[src/rtl/tlk_err_frame_sched_pkg.sv]
// Shared types and constants for the TLK error-frame scheduler and its serialiser.
// TLK_FRAME_ID_EN selects an id-carrying header in place of the fixed two-zero header.
package tlk_frame_pkg;

    typedef enum logic [2:0] {
        IDLE,
        HDR,
        PAY,
        STOP,
        GAP
    } state_t;

    localparam logic START_BIT   = 1'b1;
    localparam logic STOP_BIT    = 1'b0;
    localparam int   HDR_LEN_DEF = 2;

    // Start + header + payload + stop, excluding the idle gap.
    function automatic int frame_len(input int dw, input int idw, input bit id_en);
        return 1 + (id_en ? idw : HDR_LEN_DEF) + dw + 1;
    endfunction

endpackage

[src/rtl/tlk_err_frame_sched_if.sv]
// Request/word bundle from the error collectors plus the serial status outputs.
// Latency and backpressure are set by the scheduler: req is held until its ack pulse.
interface tlk_err_frame_sched_if #(
    parameter int N_REQ = 4,
    parameter int DW    = 18,
    parameter int IDW   = $clog2(N_REQ)
);
    logic [N_REQ-1:0]    req;
    logic [N_REQ*DW-1:0] din;
    logic [N_REQ-1:0]    ack;
    logic                q;
    logic                busy;
    logic [IDW-1:0]      cur_id;

    modport master (
        output req, din,
        input  ack, q, busy, cur_id
    );

    modport slave (
        input  req, din,
        output ack, q, busy, cur_id
    );
endinterface

[src/rtl/tlk_err_frame_sched_ser.sv]
// Frame serialiser: start bit, header, payload LSB-first, stop bit, idle gap.
// Start bit appears the cycle after start; rdy is low from then until one idle cycle after the gap.
module tlk_frame_ser #(
    parameter int DW      = 18,
    parameter int HLEN    = 2,
    parameter int GAP_LEN = 8
) (
    input  logic            clk,
    input  logic            live,
    input  logic            start,
    input  logic [DW-1:0]   din,
    input  logic [HLEN-1:0] hdr,
    output logic            rdy,
    output logic            q,
    output logic            busy
);
    import tlk_frame_pkg::*;

    localparam int CW = $clog2(frame_len(DW, HLEN, 1'b1) + GAP_LEN + 1);

    state_t          state, state_n;
    logic [CW-1:0]   cnt, cnt_n;
    logic [DW-1:0]   sh, sh_n;
    logic [HLEN-1:0] hsh, hsh_n;
    logic            q_n, busy_n;

    always_ff @(posedge clk) begin
        if (!live) begin
            state <= IDLE;
            cnt   <= '0;
            sh    <= '0;
            hsh   <= '0;
            q     <= 1'b0;
            busy  <= 1'b0;
        end else begin
            state <= state_n;
            cnt   <= cnt_n;
            sh    <= sh_n;
            hsh   <= hsh_n;
            q     <= q_n;
            busy  <= busy_n;
        end
    end

    // q is registered, so each state emits the bit shown during the following cycle;
    // IDLE with busy still set is the cycle carrying the last gap bit.
    always_comb begin
        state_n = state;
        cnt_n   = cnt;
        sh_n    = sh;
        hsh_n   = hsh;
        q_n     = q;
        busy_n  = busy;
        case (state)
            IDLE: begin
                q_n = 1'b0;
                if (busy) begin
                    busy_n = 1'b0;
                end else if (start) begin
                    sh_n    = din;
                    hsh_n   = hdr;
                    q_n     = START_BIT;
                    busy_n  = 1'b1;
                    cnt_n   = '0;
                    state_n = HDR;
                end
            end
            HDR: begin
                q_n   = hsh[0];
                hsh_n = hsh >> 1;
                if (cnt == CW'(HLEN - 1)) begin
                    cnt_n   = '0;
                    state_n = PAY;
                end else begin
                    cnt_n = cnt + 1'b1;
                end
            end
            PAY: begin
                q_n  = sh[0];
                sh_n = sh >> 1;
                if (cnt == CW'(DW - 1)) begin
                    cnt_n   = '0;
                    state_n = STOP;
                end else begin
                    cnt_n = cnt + 1'b1;
                end
            end
            STOP: begin
                q_n     = STOP_BIT;
                cnt_n   = '0;
                state_n = (GAP_LEN == 0) ? IDLE : GAP;
            end
            GAP: begin
                q_n = 1'b0;
                if (cnt == CW'(GAP_LEN - 1)) begin
                    cnt_n   = '0;
                    state_n = IDLE;
                end else begin
                    cnt_n = cnt + 1'b1;
                end
            end
            default: begin
                q_n     = 1'b0;
                busy_n  = 1'b0;
                cnt_n   = '0;
                state_n = IDLE;
            end
        endcase
    end

    assign rdy = (state == IDLE) && !busy;

endmodule

[src/rtl/tlk_err_frame_sched.sv]
// Round-robin scheduler sharing one serial status pin between N_REQ error sources (TLK_FRAME_ID_EN: id header).
// Grant one cycle after rdy+req, start bit with the ack pulse; requests outside the idle slot are ignored.
module tlk_err_frame_sched #(
    parameter int N_REQ = 4,
    parameter int DW    = 18,
    parameter int GAP   = 8
) (
    input  logic                 clk,
    input  logic                 LIVE,
    tlk_err_frame_sched_if.slave bus
);
    import tlk_frame_pkg::*;

    localparam int IDW = $clog2(N_REQ);
`ifdef TLK_FRAME_ID_EN
    localparam int HLEN = IDW;
`else
    localparam int HLEN = HDR_LEN_DEF;
`endif

    logic [IDW-1:0]   rr_ptr, gnt_idx, cur_id;
    logic [N_REQ-1:0] ack;
    logic [DW-1:0]    din_sel;
    logic [HLEN-1:0]  hdr_word;
    logic             found, start, rdy;

    // Search begins one past the last grant so every held requester gets a turn.
    always_comb begin
        found   = 1'b0;
        gnt_idx = '0;
        for (int k = 1; k <= N_REQ; k++) begin
            if (!found && bus.req[(int'(rr_ptr) + k) % N_REQ]) begin
                found   = 1'b1;
                gnt_idx = IDW'((int'(rr_ptr) + k) % N_REQ);
            end
        end
    end

    always_comb begin
        din_sel = bus.din[int'(gnt_idx)*DW +: DW];
`ifdef TLK_FRAME_ID_EN
        hdr_word = gnt_idx;
`else
        hdr_word = '0;
`endif
    end

    assign start = rdy && found;

    always_ff @(posedge clk) begin
        if (!LIVE) begin
            ack    <= '0;
            rr_ptr <= IDW'(N_REQ - 1);
            cur_id <= '0;
        end else begin
            ack <= '0;
            if (start) begin
                ack[gnt_idx] <= 1'b1;
                rr_ptr       <= gnt_idx;
                cur_id       <= gnt_idx;
            end
        end
    end

    tlk_frame_ser #(
        .DW      (DW),
        .HLEN    (HLEN),
        .GAP_LEN (GAP)
    ) u_ser (
        .clk   (clk),
        .live  (LIVE),
        .start (start),
        .din   (din_sel),
        .hdr   (hdr_word),
        .rdy   (rdy),
        .q     (bus.q),
        .busy  (bus.busy)
    );

    assign bus.ack    = ack;
    assign bus.cur_id = cur_id;

endmodule

[src/flat_wrapper.sv]
// flat-port wrapper written by rule: the top's interface ports become plain ports
module tlk_err_frame_sched_flat import tlk_frame_pkg::*;
#(
    parameter int N_REQ = 4,
    parameter int DW    = 18,
    parameter int GAP   = 8
)
  (clk, LIVE, bus_req, bus_din, bus_ack, bus_q, bus_busy, bus_cur_id);
  tlk_err_frame_sched_if #(.N_REQ(N_REQ), .DW(DW)) bus_i ();
  input  logic clk;
  input  logic LIVE;
  input wire logic [$bits(bus_i.req)-1:0] bus_req;
  input wire logic [$bits(bus_i.din)-1:0] bus_din;
  output wire logic [$bits(bus_i.ack)-1:0] bus_ack;
  output wire logic [$bits(bus_i.q)-1:0] bus_q;
  output wire logic [$bits(bus_i.busy)-1:0] bus_busy;
  output wire logic [$bits(bus_i.cur_id)-1:0] bus_cur_id;
  assign bus_i.req = bus_req;
  assign bus_i.din = bus_din;
  assign bus_ack = bus_i.ack;
  assign bus_q = bus_i.q;
  assign bus_busy = bus_i.busy;
  assign bus_cur_id = bus_i.cur_id;
  tlk_err_frame_sched #(.N_REQ(N_REQ), .DW(DW), .GAP(GAP)) u_core (.clk(clk), .LIVE(LIVE), .bus(bus_i));
endmodule
[config.mk]
export PLATFORM = sky130hd
export DESIGN_NAME = tlk_err_frame_sched_flat
export DESIGN_NICKNAME = d
export VERILOG_FILES = /design/src/rtl/tlk_err_frame_sched_pkg.sv /design/src/rtl/tlk_err_frame_sched_if.sv /design/src/rtl/tlk_err_frame_sched_ser.sv /design/src/rtl/tlk_err_frame_sched.sv /design/src/flat_wrapper.sv
export SDC_FILE = /design/constraint.sdc
export NUM_CORES = 1
export LEC_CHECK = 0
export ABC_CLOCK_PERIOD_IN_PS = 2000
export CAP_MARGIN = 25
export CORE_UTILIZATION = 35
export CTS_CLUSTER_DIAMETER = 200
export CTS_CLUSTER_SIZE = 16
export DETAILED_ROUTE_END_ITERATION = 10
export PLACE_DENSITY = 0.76
export SLEW_MARGIN = 10
export SYNTH_ARGS = -nofsm -noshare
export SYNTH_HDL_FRONTEND = slang
export SYNTH_SLANG_ARGS = --single-unit
[constraint.sdc]
create_clock -name clk -period 2 [get_ports clk]
set_input_delay 0.6 -clock clk [delete_from_list [all_inputs] [get_ports clk]]
set_output_delay 0.6 -clock clk [all_outputs]
set_load 0.02 [all_outputs]
### After elaboration in Yosys (flattened, before gate mapping)

Cells that the tools add are included.

* shift-type cells: 1
* bitwise operators: 4
* reductions and logical operators: 23
* add/subtract/negate cells: 5
* equal/unequal tests: 12
* multipliers: 1
* muxes and demuxes: 44
* order comparisons: 6

Operator list (number)
* $shiftx A72 B32 Y18: 1
* $mux W18: 2
* $pmux W18 S2: 1
* $mux W5: 5
* $pmux W5 S4: 1
* $lt A3 B4 Y1 const B: 4
* $mux W1: 15
* $mux W3: 5
* $pmux W3 S5: 1
* $mux W2: 6
* $bmux W1 S2: 4
* $ne A2 B2 Y1 const B: 4
* $reduce_or A2 Y1: 4
* $eq A3 B2 Y1 const B: 2
* $logic_and A1 B1 Y1: 6
* $mul A2 B4 Y6 const B: 1
* $reduce_and A3 Y1: 2
* $add A5 B1 Y5 const B: 1
* $eq A5 B1 Y1 const B: 1
* $eq A5 B3 Y1 const B: 1
* $eq A5 B5 Y1 const B: 1
* $reduce_and A5 Y1: 1
* $add A2 B1 Y2 const B: 2
* $add A2 B2 Y2 const B: 2
* 15 further kinds: 23

* input bits: 78
* bits in registers: 38
* output and inout port bits: 8
* word-level logic and storage cells: 105

### Depth between registers and ports, before layout

* depth in word-level cells: 21
* mapped depth: 8

### Cells and area by module

Synthesis repeated with hierarchy kept, for this count alone.

* cells, all modules: 303
* area total of the unflattened synthesis: 2353.5 µm²

By module, submodules not included
* tlk_frame_ser: area an instance 1491.4 µm², instances 1, seq. area each 600.6 µm², cells an instance 161
* tlk_err_frame_sched: area an instance 862.1 µm², instances 1, seq. area each 160.2 µm², cells an instance 142

### Worst setup path before layout

Ideal clock, no wire load.

* kind: input -> register
* start: input port bus_req[3]
* end: register u_core.u_ser.sh[14]
* arrival: 1734 ps
* path buffers: 3
* library setup time: 79 ps
* cell stages on the path: 8
* setup slack: 187 ps
* data required time: 1921 ps
* cells stage by stage: buf_6 -> and2_2 -> o22ai_1 -> or2_1 -> buf_6 -> buf_4 -> a211o_1 -> o211ai_1

* cells in the longest elaborated chain, start to end: 18
* elaborated cells on any way between the ends: 34

Ends and longest elaborated chain
* start: declaration: line flat_wrapper.sv:12 `input wire logic [$bits(bus_i.req)-1:0] bus_req;`
* $bmux W1 S2: line tlk_err_frame_sched.sv:32 `if (!found && bus.req[(int'(rr_ptr) + k) % N_REQ]) begin`
* $mux W1 (not written as such) (2 in series): line tlk_err_frame_sched.sv:32
* $mux W1: line tlk_err_frame_sched.sv:32
* $logic_not A1 Y1: line tlk_err_frame_sched.sv:32
* $logic_and A1 B1 Y1: line tlk_err_frame_sched.sv:32
* $mux W1: line tlk_err_frame_sched.sv:32
* $logic_not A1 Y1: line tlk_err_frame_sched.sv:32
* $logic_and A1 B1 Y1: line tlk_err_frame_sched.sv:32
* $mux W1: line tlk_err_frame_sched.sv:32
* $logic_not A1 Y1: line tlk_err_frame_sched.sv:32
* $logic_and A1 B1 Y1: line tlk_err_frame_sched.sv:32
* $mux W2: line tlk_err_frame_sched.sv:32
* $mul A2 B4 Y6: line tlk_err_frame_sched.sv:40 `din_sel = bus.din[int'(gnt_idx)*DW +: DW];`
* $shiftx A72 B32 Y18: line tlk_err_frame_sched.sv:40
* $mux W18: line tlk_err_frame_sched_ser.sv:59 `end else if (start) begin`
* $mux W18: line tlk_err_frame_sched_ser.sv:57 `if (busy) begin`
* $pmux W18 S2: line tlk_err_frame_sched_ser.sv:54 `case (state)`
* end signal: assignment: line tlk_err_frame_sched_ser.sv:38 `sh <= sh_n;`
* end: declaration: line tlk_err_frame_sched_ser.sv:23 `logic [DW-1:0] sh, sh_n;`

Parallel ways exist; a longest one is shown, timed or not. The select of a mux whose other input is x is not followed.
A chain may end at the register's enable or synchronous reset.

### Worst setup path in the final report

* start: input port bus_req[0]
* end: register u_core.u_ser.sh[9]

Same word-level chain as after synthesis.

==> metrics <==
vias per cell=5.57; post-place setup slack=-0.456 ns; Synth cell types=54; CP max FO=20; main area contributors after synthesis=dfxtp_1, nand2_1, a21o_1; status=completed; startpoint types=primary input; DRC=0; Tightest Pin Transition=0.484 ns; crit path kind=primary input to register; RSZ-0062 raised after global routing=no; Yosys top cell area share=0.290; setup violators final=0; worst hold start=u_core.bus.cur_id[0]; clk buf depth=2; Die W=86.3 µm; CP peak stage delay=0.38 ns; Syn. warnings=0; Final Cell Area=3660 µm²; Fmax=528 MHz; Initial Util=0.364; period utilization=0.947; pin count of the biggest net entering global routing=27; Syn Inst Count=307; Syn Area/Cell=8.11 µm²; post-synth design cell area=2490 µm²; Nets=480; Critical Path RT=2.22 ns; most frequent cells after synthesis=nand2_1, dfxtp_1, nand3_1; Setup WS post-layout=0.107 ns; HP Class=register to register; DRT Pass-1 Iters=5; Floorplan Core Area=6830 µm²; Post CTS Setup Buffer Count=0; Worst-path clk slew=0.08 ns; number of CTS-inserted buffers=5; worst clock skew on the final layout=0.00705 ns; vias in the first global route=2655; routed via count=2768; worst vdd ir=0.650 mV; Final Max Slew Viols=0; die area=7450 µm²; Num Clock Sinks=36; CP cell instances=dlygate4sd2_1, and2b_4, o21bai_1, buf_12, nand3_1, a211o_1, o211ai_1; Die Ht=86.3 µm; hpwl dp=5.65 mm; syn_nets=387; Leak=1.36 nW; Critical-path top delay cell=dlygate4sd2_1; Slew headroom=0.675; Post-synth EDFFs=0; minimum clock period=1.89 ns; post-synthesis sequential area ratio=0.290; Final Hold Vio Count=0; Post-DP Area=3530 µm²; GRT Util Overall=0.212; Routed Antenna Nets=0; Crit. End Element=register; layout cells sized above 1=0.120; number of synthesized register bits=36; CP Buf/Inv Count=2; Skew-Pair Late Insertion Delay=0.29 ns; GR Overflow Total=0; Fillers=670; area delta synth->final=47.1%; final wirelength=7.92 mm; initial antenna violation count=0; CTS tree=built; Primary FF master, synth=dfxtp_1; top cell family by delay on the critical path=buffers and inverters; H-tree levels=2; CP Launch Point=bus_req[0]; Inserted Diodes=0; WL/cell=15.9 µm; Top-Level Pins=86; top-count cell post-synth=nand2_1; Max Cap Viol=0; Root Driver=clkbuf_8; ys async rst share=0; final core utilization=0.536; Cell Rows=30; RePlAce Congestion=0.874; pwr dens=1130 nW/µm²; r2r startpoint=u_core.rr_ptr[1]; CP arrival=2.11 ns; Tot Pwr=4.15 mW; Synth area leader=dfxtp_1; Port Buf Inserts=85; initial drt markers=235; first-pass GRT wire length=12.6 mm
==> area by class of cell <==
cell class              count  area, µm²  share of cell area
clock inverters             3       42.5              0.0116
multi-input cells         240       1560               0.425
inverters                   5       18.8             0.00513
clock buffers               5       68.8              0.0188
flip-flops and latches     36        721               0.197
repair buffers            112       1130               0.310
well taps                  96        120              0.0328
==> where the power goes <==
group	total (mW)	internal, mW	switching (mW)	leakage, nW
combinational	2.31	1.12	1.19	1.01
sequential	1.19	0.981	0.213	0.296
clock	0.649	0.369	0.280	0.0541
total	4.15	2.47	1.68	1.36
==> cell usage in the layout, fill, tap and decap left out, types with 3 or more instances in the layout <==
cell type | Yosys | final
nand3_1 | 27 | 27
clkdlybuf4s50_1 | 0 | 80
clkbuf_8 | 4 | 5
o22ai_1 | 3 | 3
a211o_1 | 14 | 14
buf_12 | 0 | 7
o21ai_1 | 15 | 15
nand3b_1 | 3 | 3
o221ai_1 | 5 | 5
o211ai_1 | 13 | 13
a21oi_1 | 15 | 15
a221oi_1 | 5 | 5
dfxtp_1 | 36 | 36
inv_1 | 5 | 5
o21ai_0 | 9 | 9
nand2b_1 | 6 | 6
nand2_1 | 43 | 43
a222oi_1 | 12 | 12
dlygate4sd2_1 | 0 | 3
nor2_1 | 15 | 15
buf_4 | 3 | 20
a21o_1 | 19 | 19
==> kinds of logic (layout without fill, tap and decap cells) <==
group	count (synthesis)	after routing	share of synthesized area
AOI/OAI and AO/OA	125	125	0.373
xor gates and xnor gates	1	1	0.00352
buffers and inverters	31	125	0.0950
muxes	3	3	0.0136
and+or+nand+nor	109	109	0.215
adders and majority gates	2	2	0.0101
DFF	36	36	0.290
==> metal layers <==
layer,wire length (µm),part of all wire,vias up,track usage
li1,-,-,1352,-
met1,3530,0.45,1311,0.274
met2,3780,0.48,99,0.356
met3,516,0.065,6,0.0381
met4,98,0.012,0,0.0727
met5,0,0,-,0
==> worst reg2reg max path, delay by kind of cell (launching register included) <==
| kind | cells | cell delay (ns) |
|---|---|---|
| multiplexers | 1 | 0.37 |
| buffers and inverters | 1 | 0.18 |
| flip-flops | 1 | 0.58 |
| AO/OA/AOI/OAI | 3 | 0.55 |
| AND/OR/NAND/NOR | 1 | 0.11 |
==> what timing repair did <==
action	in CTS	in global routing
endpoints found under the setup margin	28	20
hold buffers	0	0
resized for setup	6	4
==> stage by stage <==
stage	std cells	setup TNS (ns)	hold slack [ns]
floorplan	307	0	0.426
global placement	489	-11.53	0.439
detailed placement	489	-12.66	0.437
CTS	497	0	0.453
global route	497	0	0.487
finish	497	0	0.451
==> registers in the layout (all words and copies together), names as in the netlist <==
signal              cells
u_core.u_ser.busy       1
u_core.u_ser.state      3
u_core.bus.cur_id       2
u_core.u_ser.sh        18
u_core.u_ser.cnt        5
u_core.rr_ptr           2
u_core.u_ser.q          1
u_core.bus.ack          4
==> final timing paths <==
kind                                        endpoint  slack [ns]  cells after the start
worst min register to register  u_core.bus.cur_id[0]        0.45                      2
worst max register to register    u_core.u_ser.sh[9]        0.15                      6
worst max-delay path              u_core.u_ser.sh[9]        0.11                      7
worst min-delay path            u_core.bus.cur_id[0]        0.45                      2
Note: power is estimated with default switching activity, not from simulation.
